===== config.mk =====
export PLATFORM = sky130hd
export DESIGN_NAME = ram_address_decode
export DESIGN_NICKNAME = d
export VERILOG_FILES = /design/src/rtl/gpu_alu_pkg.sv /design/src/rtl/ram_address_decode_iter_divider.sv /design/src/rtl/ram_address_decode.sv
export SDC_FILE = /design/constraint.sdc
export NUM_CORES = 2
export LEC_CHECK = 0
export ABC_AREA = 1
export BUFFER_PORTS_ARGS = -buffer_cell sky130_fd_sc_hd__buf_2
export CORE_MARGIN = 3
export CORE_UTILIZATION = 25
export DETAILED_ROUTE_END_ITERATION = 10
export PLACE_DENSITY = 0.37
export SETUP_SLACK_MARGIN = 0.15
export SYNTH_ARGS = -nofsm -noshare
export SYNTH_HDL_FRONTEND = slang
export SYNTH_SLANG_ARGS = --single-unit

===== constraint.sdc =====
create_clock -name clk -period 14.9 [get_ports clk]
set_input_delay 2.98 -clock clk [delete_from_list [all_inputs] [get_ports clk]]
set_output_delay 2.98 -clock clk [all_outputs]
set_load 0.02 [all_outputs]

===== src/rtl/gpu_alu_pkg.sv =====
// Shared constants and state encoding for the ALU-stage RAM address calculators
// (forward address calculation and its inverse decoder).
package gpu_alu_pkg;

    localparam int ADDR_W          = 27;
    localparam int COORD_W         = 16;
    localparam int FRAME_W         = 8;
    localparam int BYTES_PER_PIXEL = 2;

    typedef enum logic [2:0] {
        IDLE,
        CHECK,
        DIV_FRAME,
        DIV_ROW,
        DONE
    } addr_dec_state_t;

endpackage


===== src/rtl/ram_address_decode_iter_divider.sv =====
// Unsigned restoring divider, one quotient bit per cycle. The load cycle already
// performs the first step, so a full division occupies exactly DIVIDEND_W cycles.
module iter_divider #(
    parameter int DIVIDEND_W = 26,
    parameter int DIVISOR_W  = 32
) (
    input  logic                  clk,
    input  logic                  rst,
    input  logic                  load,
    input  logic [DIVIDEND_W-1:0] dividend,
    input  logic [DIVISOR_W-1:0]  divisor,
    output logic                  busy,
    output logic [DIVIDEND_W-1:0] quotient,
    output logic [DIVIDEND_W-1:0] remainder
);

    localparam int CNT_W = $clog2(DIVIDEND_W + 1);

    logic [DIVISOR_W-1:0]  rem_q, rem_d;
    logic [DIVISOR_W-1:0]  divisor_q, divisor_d;
    logic [DIVIDEND_W-1:0] acc_q, acc_d;
    logic [CNT_W-1:0]      count_q, count_d;

    logic [DIVISOR_W-1:0]  step_rem;
    logic [DIVISOR_W-1:0]  step_div;
    logic [DIVIDEND_W-1:0] step_acc;
    logic [DIVISOR_W:0]    trial;
    logic [DIVISOR_W:0]    diff;

    assign busy      = (count_q != '0);
    assign quotient  = acc_q;
    // The remainder never exceeds the partial dividend, so it fits the dividend width.
    assign remainder = rem_q[DIVIDEND_W-1:0];

    always_comb begin
        step_rem  = load ? '0 : rem_q;
        step_acc  = load ? dividend : acc_q;
        step_div  = load ? divisor : divisor_q;
        trial     = {step_rem, step_acc[DIVIDEND_W-1]};
        diff      = trial - {1'b0, step_div};

        rem_d     = rem_q;
        acc_d     = acc_q;
        divisor_d = divisor_q;
        count_d   = count_q;

        if (load || busy) begin
            // The top bit of diff is the borrow: set exactly when trial < divisor.
            if (!diff[DIVISOR_W]) begin
                rem_d = diff[DIVISOR_W-1:0];
                acc_d = {step_acc[DIVIDEND_W-2:0], 1'b1};
            end else begin
                rem_d = trial[DIVISOR_W-1:0];
                acc_d = {step_acc[DIVIDEND_W-2:0], 1'b0};
            end
            divisor_d = step_div;
            count_d   = load ? CNT_W'(DIVIDEND_W - 1) : count_q - CNT_W'(1);
        end
    end

    always_ff @(posedge clk or negedge rst) begin
        if (!rst) begin
            rem_q     <= '0;
            divisor_q <= '0;
            acc_q     <= '0;
            count_q   <= '0;
        end else begin
            rem_q     <= rem_d;
            divisor_q <= divisor_d;
            acc_q     <= acc_d;
            count_q   <= count_d;
        end
    end

endmodule


===== src/rtl/ram_address_decode.sv =====
// Inverse of the layer RAM address calculation: byte offset -> (frame, row, column)
// for sprites, character index -> first-pixel column for text.
module ram_address_decode #(
    parameter int ADDR_W  = gpu_alu_pkg::ADDR_W,
    parameter int COORD_W = gpu_alu_pkg::COORD_W,
    parameter int FRAME_W = gpu_alu_pkg::FRAME_W
) (
    input  logic               clk,
    input  logic               rst,
    input  logic               start,
    input  logic               isSprite,
    input  logic [COORD_W-1:0] height,
    input  logic [COORD_W-1:0] width,
    input  logic [ADDR_W-1:0]  addressOffsetBytes,
    output logic               rdy,
    output logic               done,
    output logic               err,
    output logic [FRAME_W-1:0] frameNumber,
    output logic [COORD_W-1:0] layerY,
    output logic [COORD_W-1:0] layerX
);

    import gpu_alu_pkg::*;

    localparam int ALIGN_SH = $clog2(BYTES_PER_PIXEL);
    localparam int PIX_W    = ADDR_W - ALIGN_SH;
    localparam int AREA_W   = 2 * COORD_W;
    localparam int PROD_W   = ADDR_W + COORD_W;

    addr_dec_state_t    state_q, state_d;
    logic               is_sprite_q, is_sprite_d;
    logic [COORD_W-1:0] height_q, height_d;
    logic [COORD_W-1:0] width_q, width_d;
    logic [ADDR_W-1:0]  addr_q, addr_d;
    logic [FRAME_W-1:0] frame_tmp_q, frame_tmp_d;
    logic               frame_ovf_q, frame_ovf_d;
    logic               err_q, err_d;
    logic [FRAME_W-1:0] frame_q, frame_d;
    logic [COORD_W-1:0] layer_y_q, layer_y_d;
    logic [COORD_W-1:0] layer_x_q, layer_x_d;

    logic               div_load;
    logic [PIX_W-1:0]   div_dividend;
    logic [AREA_W-1:0]  div_divisor;
    logic               div_busy;
    logic [PIX_W-1:0]   div_quotient;
    logic [PIX_W-1:0]   div_remainder;

    logic [AREA_W-1:0]  area;
    logic [PROD_W-1:0]  text_product;
    logic               input_err;

    assign area         = AREA_W'(height_q) * AREA_W'(width_q);
    assign text_product = PROD_W'(addr_q) * PROD_W'(width_q);
    assign input_err    = (width_q == '0) ||
                          (is_sprite_q && ((height_q == '0) || (addr_q[ALIGN_SH-1:0] != '0)));

    assign rdy         = (state_q == IDLE);
    assign done        = (state_q == DONE);
    assign err         = err_q;
    assign frameNumber = frame_q;
    assign layerY      = layer_y_q;
    assign layerX      = layer_x_q;

    iter_divider #(
        .DIVIDEND_W (PIX_W),
        .DIVISOR_W  (AREA_W)
    ) u_divider (
        .clk       (clk),
        .rst       (rst),
        .load      (div_load),
        .dividend  (div_dividend),
        .divisor   (div_divisor),
        .busy      (div_busy),
        .quotient  (div_quotient),
        .remainder (div_remainder)
    );

    always_comb begin
        state_d      = state_q;
        is_sprite_d  = is_sprite_q;
        height_d     = height_q;
        width_d      = width_q;
        addr_d       = addr_q;
        frame_tmp_d  = frame_tmp_q;
        frame_ovf_d  = frame_ovf_q;
        err_d        = err_q;
        frame_d      = frame_q;
        layer_y_d    = layer_y_q;
        layer_x_d    = layer_x_q;
        div_load     = 1'b0;
        div_dividend = '0;
        div_divisor  = '0;

        case (state_q)
            IDLE: begin
                if (start) begin
                    is_sprite_d = isSprite;
                    height_d    = height;
                    width_d     = width;
                    addr_d      = addressOffsetBytes;
                    state_d     = CHECK;
                end
            end
            CHECK: begin
                if (input_err) begin
                    err_d     = 1'b1;
                    frame_d   = '0;
                    layer_y_d = '0;
                    layer_x_d = '0;
                    state_d   = DONE;
                end else if (!is_sprite_q) begin
                    err_d     = ((text_product >> COORD_W) != '0);
                    frame_d   = '0;
                    layer_y_d = '0;
                    layer_x_d = err_d ? '0 : text_product[COORD_W-1:0];
                    state_d   = DONE;
                end else begin
                    div_load     = 1'b1;
                    div_dividend = addr_q[ADDR_W-1:ALIGN_SH];
                    div_divisor  = area;
                    state_d      = DIV_FRAME;
                end
            end
            DIV_FRAME: begin
                // The remainder within one frame becomes the dividend of the row division.
                if (!div_busy) begin
                    frame_tmp_d  = div_quotient[FRAME_W-1:0];
                    frame_ovf_d  = ((div_quotient >> FRAME_W) != '0);
                    div_load     = 1'b1;
                    div_dividend = div_remainder;
                    div_divisor  = AREA_W'(width_q);
                    state_d      = DIV_ROW;
                end
            end
            DIV_ROW: begin
                if (!div_busy) begin
                    err_d     = frame_ovf_q;
                    frame_d   = frame_ovf_q ? '0 : frame_tmp_q;
                    layer_y_d = frame_ovf_q ? '0 : div_quotient[COORD_W-1:0];
                    layer_x_d = frame_ovf_q ? '0 : div_remainder[COORD_W-1:0];
                    state_d   = DONE;
                end
            end
            DONE: begin
                state_d = IDLE;
            end
            default: begin
                state_d = IDLE;
            end
        endcase
    end

    always_ff @(posedge clk or negedge rst) begin
        if (!rst) begin
            state_q     <= IDLE;
            is_sprite_q <= 1'b0;
            height_q    <= '0;
            width_q     <= '0;
            addr_q      <= '0;
            frame_tmp_q <= '0;
            frame_ovf_q <= 1'b0;
            err_q       <= 1'b0;
            frame_q     <= '0;
            layer_y_q   <= '0;
            layer_x_q   <= '0;
        end else begin
            state_q     <= state_d;
            is_sprite_q <= is_sprite_d;
            height_q    <= height_d;
            width_q     <= width_d;
            addr_q      <= addr_d;
            frame_tmp_q <= frame_tmp_d;
            frame_ovf_q <= frame_ovf_d;
            err_q       <= err_d;
            frame_q     <= frame_d;
            layer_y_q   <= layer_y_d;
            layer_x_q   <= layer_x_d;
        end
    end

endmodule

## Word-level counts from Yosys, hierarchy flattened

Index checks and enable logic that the tools add are counted.

- Latch bits: 0
- Memory bits (read-only): 0
- Register bits: 208
- Memories: 0
- Output and inout bits: 43
- Bits in writable memories: 0

- Equality and inequality tests: 8
- Muxes and demuxes: 44
- Add/subtract/negate cells: 2
- Div/mod/pow operators: 0
- Magnitude comparators: 0
- Shift operators: 0
- Bitwise operators: 1
- Multiply operators: 2
- Reduce and logical (&&, ||, !) cells: 15

Operator list:

| kind | count |
|---|---|
| $mux 16 | 10 |
| $mux 32 | 5 |
| $mux 26 | 4 |
| $pmux 16 s2 | 2 |
| $pmux 32 s2 | 1 |
| $pmux 26 s2 | 1 |
| $mul 27x16->43 | 1 |
| $reduce_bool 43->1 | 1 |
| $sub 33x32->33 | 1 |
| $logic_not 16->1 | 2 |
| $mul 16x16->32 | 1 |
| $mux 8 | 4 |
| $reduce_bool 26->1 | 1 |
| $pmux 8 s2 | 1 |
| $mux 3 | 5 |
| $pmux 3 s4 | 1 |
| $mux 1 | 7 |
| $eq 3x2->1 const B | 2 |
| $ne 2x2->1 const B | 3 |
| $reduce_and 3->1 | 2 |
| $mux 5 | 1 |
| $reduce_bool 5->1 | 1 |
| $sub 5x1->5 const B | 1 |
| $pmux 1 s2 | 2 |
| other kinds (9) | 12 |

## Depth between registers and ports, before layout

- Depth after elaboration: 9
- Mapped depth: 44
- Mapped depth without buffers: 41

## Cells and area by module

From an unflattened synthesis, not the netlist that was laid out.

- Cells, all modules: 4993
- Area, all modules: 36547.6 um2

Modules (own cells, without submodules):

| module | seq. area each (um2) | cells an instance | times used | area each (um2) |
|---|---|---|---|---|
| ram_address_decode | 2827.7 | 3812 | 1 | 29001.6 |
| iter_divider | 2377.3 | 1181 | 1 | 7546.0 |

## Worst setup path before layout

Ideal clock, no wire load.

- Kind: register to register
- From: register width_q[7]
- To: register u_divider.rem_q[11]
- Library setup time: 0.134 ns
- Buffers on the path: 3
- Setup slack: 7.748 ns
- Stages on the path, launching flop included: 40
- Data arrival time: 7.018 ns
- Cell sequence: dfrtp_1 > buf_2 > buf_1 > nand2_1 > fa_1 > inv_1 > fa_1 > inv_1 > fa_1 > inv_1 > fa_1 > fa_1 > inv_1 > fa_1 > inv_1 > ha_1 > a21o_1 > a21oi_1 > (+4 left out) > nand2b_1 > nand3_1 > o21ai_1 > inv_1 > ha_1 > a21o_1 > a31oi_1 > o21a_1 > o21ai_0 > a21oi_2 > inv_1 > nand2_1 > nand2_2 > buf_4 > nand2_1 > o21ai_0 > nand2_1 > o21ai_0

- Word-level cells in the longest chain between the ends: 7
- Elaborated cells on any way between the ends: 17
- Those cells by class: 1 x add/sub; 1 x mul; 12 x mux; 3 x reduce/logical

RTL lines:

| element | RTL line | text |
|---|---|---|
| start: declaration | ram_address_decode.sv:33 | `logic [COORD_W-1:0] width_q, width_d;` |
| start signal: assignment | ram_address_decode.sv:171 | `width_q <= width_d;` |
| $mul 16x16->32 / $logic_not 16->1 (equally long branches) | ram_address_decode.sv:53, ram_address_decode.sv:55 |  |
| $mux 32 / $logic_or 1x1->1 (equally long branches) | ram_address_decode.sv:112, ram_address_decode.sv:55 |  |
| $mux 32, or another cell as far along | ram_address_decode.sv:106 | `if (input_err) begin` |
| $pmux 32 s2, or another cell as far along | ram_address_decode.sv:95 | `case (state_q)` |
| $mux 32, or another cell as far along | ram_address_decode_iter_divider.sv:38 | `step_div = load ? divisor : divisor_q;` |
| $sub 33x32->33 | ram_address_decode_iter_divider.sv:40 | `diff = trial - {1'b0, step_div};` |
| $mux 32 | ram_address_decode_iter_divider.sv:49 | `if (!diff[DIVISOR_W]) begin` |
| end signal: assignment | ram_address_decode_iter_divider.sv:68 | `rem_q <= rem_d;` |
| end: declaration | ram_address_decode_iter_divider.sv:19 | `logic [DIVISOR_W-1:0] rem_q, rem_d;` |

Several ways; a longest one is shown, not always the timed one.
A chain may end at the register's enable or synchronous reset.

## Worst setup path in the final report

- From: register width_q[2]
- To: register u_divider.rem_q[31]

Same word-level chain as after synthesis.

==> results.md <==
- Status: finished clean
- ANT nets after route: 0
- Worst R2R Path Depth: 33
- Dpl hpwl: 101 mm
- GR Util All Layers: 0.176
- RePlAce Congestion: 0.852
- Crit share post-route: 0.611
- Fillers: 15900
- RSZ-0062 raised after global routing: false
- Routed len/inst: 18.9 µm
- Hold Fails Final Rpt: 0
- Vias in the first global route: 31400
- Setup crit end kind: flip-flop
- Netlist cell types: 55
- Fin. max-slew vios: 0
- Hold Crit Class: flip-flop to flip-flop
- CP Class: flip-flop to flip-flop
- Die H: 387 µm
- Maxcap violations: 0
- Slew margin rel.: 0.249
- Synth warn: 0
- Max Clk Rate: 110 MHz
- RR Endpoint: u_divider.rem_q[31]
- Pin count of the biggest net entering global routing: 90
- Clk_skew: 0.0279 ns
- R2R Path Start: width_q[2]
- CTS tree: done
- Crit-path max cell delay: 0.89 ns
- Ys async rst share: 1.00
- Global route total overflow: 0
- Num CTS Buffers: 27
- Clk Tree Root Cell: clkbuf_16
- Register area share after synthesis: 0.144
- Cells resized by post-CTS repair: 0
- Clock latency on the worst-skew pair: 0.60 ns
- Setup TNS: 0 ns
- Final nets: 5800
- Clk slew on worst S/H paths: 0.06 ns
- Initial antenna violation count: 14
- WHS Path Cells: 2
- Postcts setup bufs: 0
- Post-Syn Area: 36200 µm²
- Routed vias: 29600
- Clock Path Buffers: 3
- First-pass GRT wire length: 201 mm
- Share of Yosys cell area claimed by the top area cell type: 0.300
- Shortest period the worst path allows: 9.10 ns
- Crit Path Max Fanout: 25
- Die Span X: 387 µm
- HP Start: u_divider.divisor_q[0]
- Initial Util: 0.252
- Area leader, netlist: fa_1
- # hold bufs at CTS: 0
- Critical path's slowest cell: xor2_1
- Syn_nets: 5841
- R2r setup slk: 5.80 ns
- Most common cell in the netlist: inv_1
- Initial DRC Count: 1622
- Rows: 139
- Worst path required time: 15.42 ns
- Drt total wl: 130 mm
- Post-synthesis cell count: 4983
- Area contributors post-synth: fa_1, inv_1, dfrtp_1, nand2_1, ha_1
- Share of post-route cells with drive strength above 1: 0.0703
- Vias/cell: 4.31
- Router iterations before antenna repair: 5
- Hold EP: u_divider.divisor_q[0]
- Port-buffer cells: 105
- Die ar.: 150000 µm²
- Synthesized flop and latch total: 208
- CP Launch Type: flip-flop
- Most numerous cell on the critical path: fa_1
- Layout area overhead: 9.20%
- Setup violation total in the final timing report: 0
- Commonest cells in the netlist: inv_1, nand2_1, fa_1
- Top_reg_cell synth: dfrtp_1
- DRC viols: 0
- Post-synth EDFFs: 0
- Syn Area/Cell: 7.27 µm²
- # IOs: 106
- CTS H-tree depth: 1
- Worst slew pin tran: 1.12 ns
- Clock sink total: 208
- Core area: 144000 µm²
- Critical Path AT: 9.62 ns
==> cell usage in the layout, fill, tap and decap left out, types with 10 or more instances in the layout <==
cell type / n
nand2_2: 26
dfrtp_1: 192
dfrtp_2: 16
buf_4: 56
inv_1: 1415
nand4_1: 35
a21o_1: 10
o21bai_1: 11
mux2_2: 39
nor4_1: 13
inv_2: 14
ha_1: 252
a21oi_1: 188
nor3_1: 25
xnor2_1: 35
nand3_1: 104
xor2_1: 20
o211ai_1: 22
nor2_2: 13
buf_2: 104
nor2_1: 236
o21ai_1: 15
clkbuf_16: 27
o21ai_0: 165
nand2_1: 1278
fa_1: 543
==> worst max path at each step <==
stage | startpoint | end | depth (start not counted)
floorplan | width_q[7] | u_divider.rem_q[11] | 39
global placement | width_q[2] | u_divider.rem_q[2] | 36
detailed placement | width_q[2] | u_divider.rem_q[12] | 34
CTS | width_q[2] | u_divider.rem_q[4] | 34
global route | width_q[2] | u_divider.rem_q[29] | 35
finish | width_q[2] | u_divider.rem_q[31] | 33
==> routing by layer <==
| metal | routed length (µm) | GRT usage | share of wire |
|---|---|---|---|
| met2 | 59200 | 0.288 | 0.46 |
| met4 | 3090 | 0.0364 | 0.024 |
| met1 | 62100 | 0.249 | 0.48 |
| met3 | 5740 | 0.0217 | 0.044 |
| met5 | 11 | 0 | 0.000085 |
==> logic make-up (layout without fill, tap and decap cells) <==
kind of cell / count (synthesis) / count (layout) / synth area share
AO/OA/AOI/OAI: 454 / 454 / 0.0690
XOR/XNOR: 55 / 55 / 0.0133
adder cells (fa/ha/maj): 795 / 795 / 0.387
buffers and inverters: 1663 / 1642 / 0.175
flip-flops: 208 / 208 / 0.144
multiplexers: 39 / 39 / 0.0121
other: 0 / 8 / 0
AND/OR/NAND/NOR: 1769 / 1769 / 0.200
==> cell type report <==
class | instances | area, µm² | area share
inverter | 1432 | 5380 | 0.136
multi-input combinational | 3112 | 24700 | 0.625
tap | 1903 | 2380 | 0.0602
sequential | 208 | 5230 | 0.132
timing repair buffer | 161 | 956 | 0.0242
antenna | 8 | 20.0 | 0.000506
clock inverter | 12 | 133 | 0.00335
clock buffer | 37 | 763 | 0.0193
==> registers in the layout, indices dropped and copies added (netlist names) <==
name,count
height_q,16
is_sprite_q,1
u_divider.count_q,5
u_divider.quotient,26
layerX,16
err,1
frame_tmp_q,8
u_divider.divisor_q,32
layerY,16
frameNumber,8
frame_ovf_q,1
width_q,16
state_q,3
u_divider.rem_q,32
addr_q,27
==> through the flow <==
stage | std cells | area [µm²] | hold WS [ns] | util | worst slack, ns
final | 6873 | 39600 | 0.476 | 0.275 | 5.80
after global routing | 6865 | 39600 | 0.494 | 0.275 | 4.94
after CTS | 6865 | 39600 | 0.482 | 0.275 | 5.77
after detailed placement | 6816 | 38700 | 0.461 | 0.269 | 5.82
after global placement | 6816 | 38700 | 0.459 | 0.269 | 5.90
after floorplan | 4983 | 36200 | 0.439 | - | 7.75
==> critical path, delay by kind of cell (launching register included) <==
| family | cells | cell delay [ns] |
|---|---|---|
| xor+xnor | 1 | 0.89 |
| simple gates | 7 | 0.93 |
| buf+inv | 6 | 0.77 |
| compound gates | 11 | 1.80 |
| flops | 1 | 0.88 |
| fa+ha+maj | 8 | 3.73 |
Power is left out: the tool's default activity adds up to more than one toggle a clock period on the data nets, which glitch-free logic cannot reach.
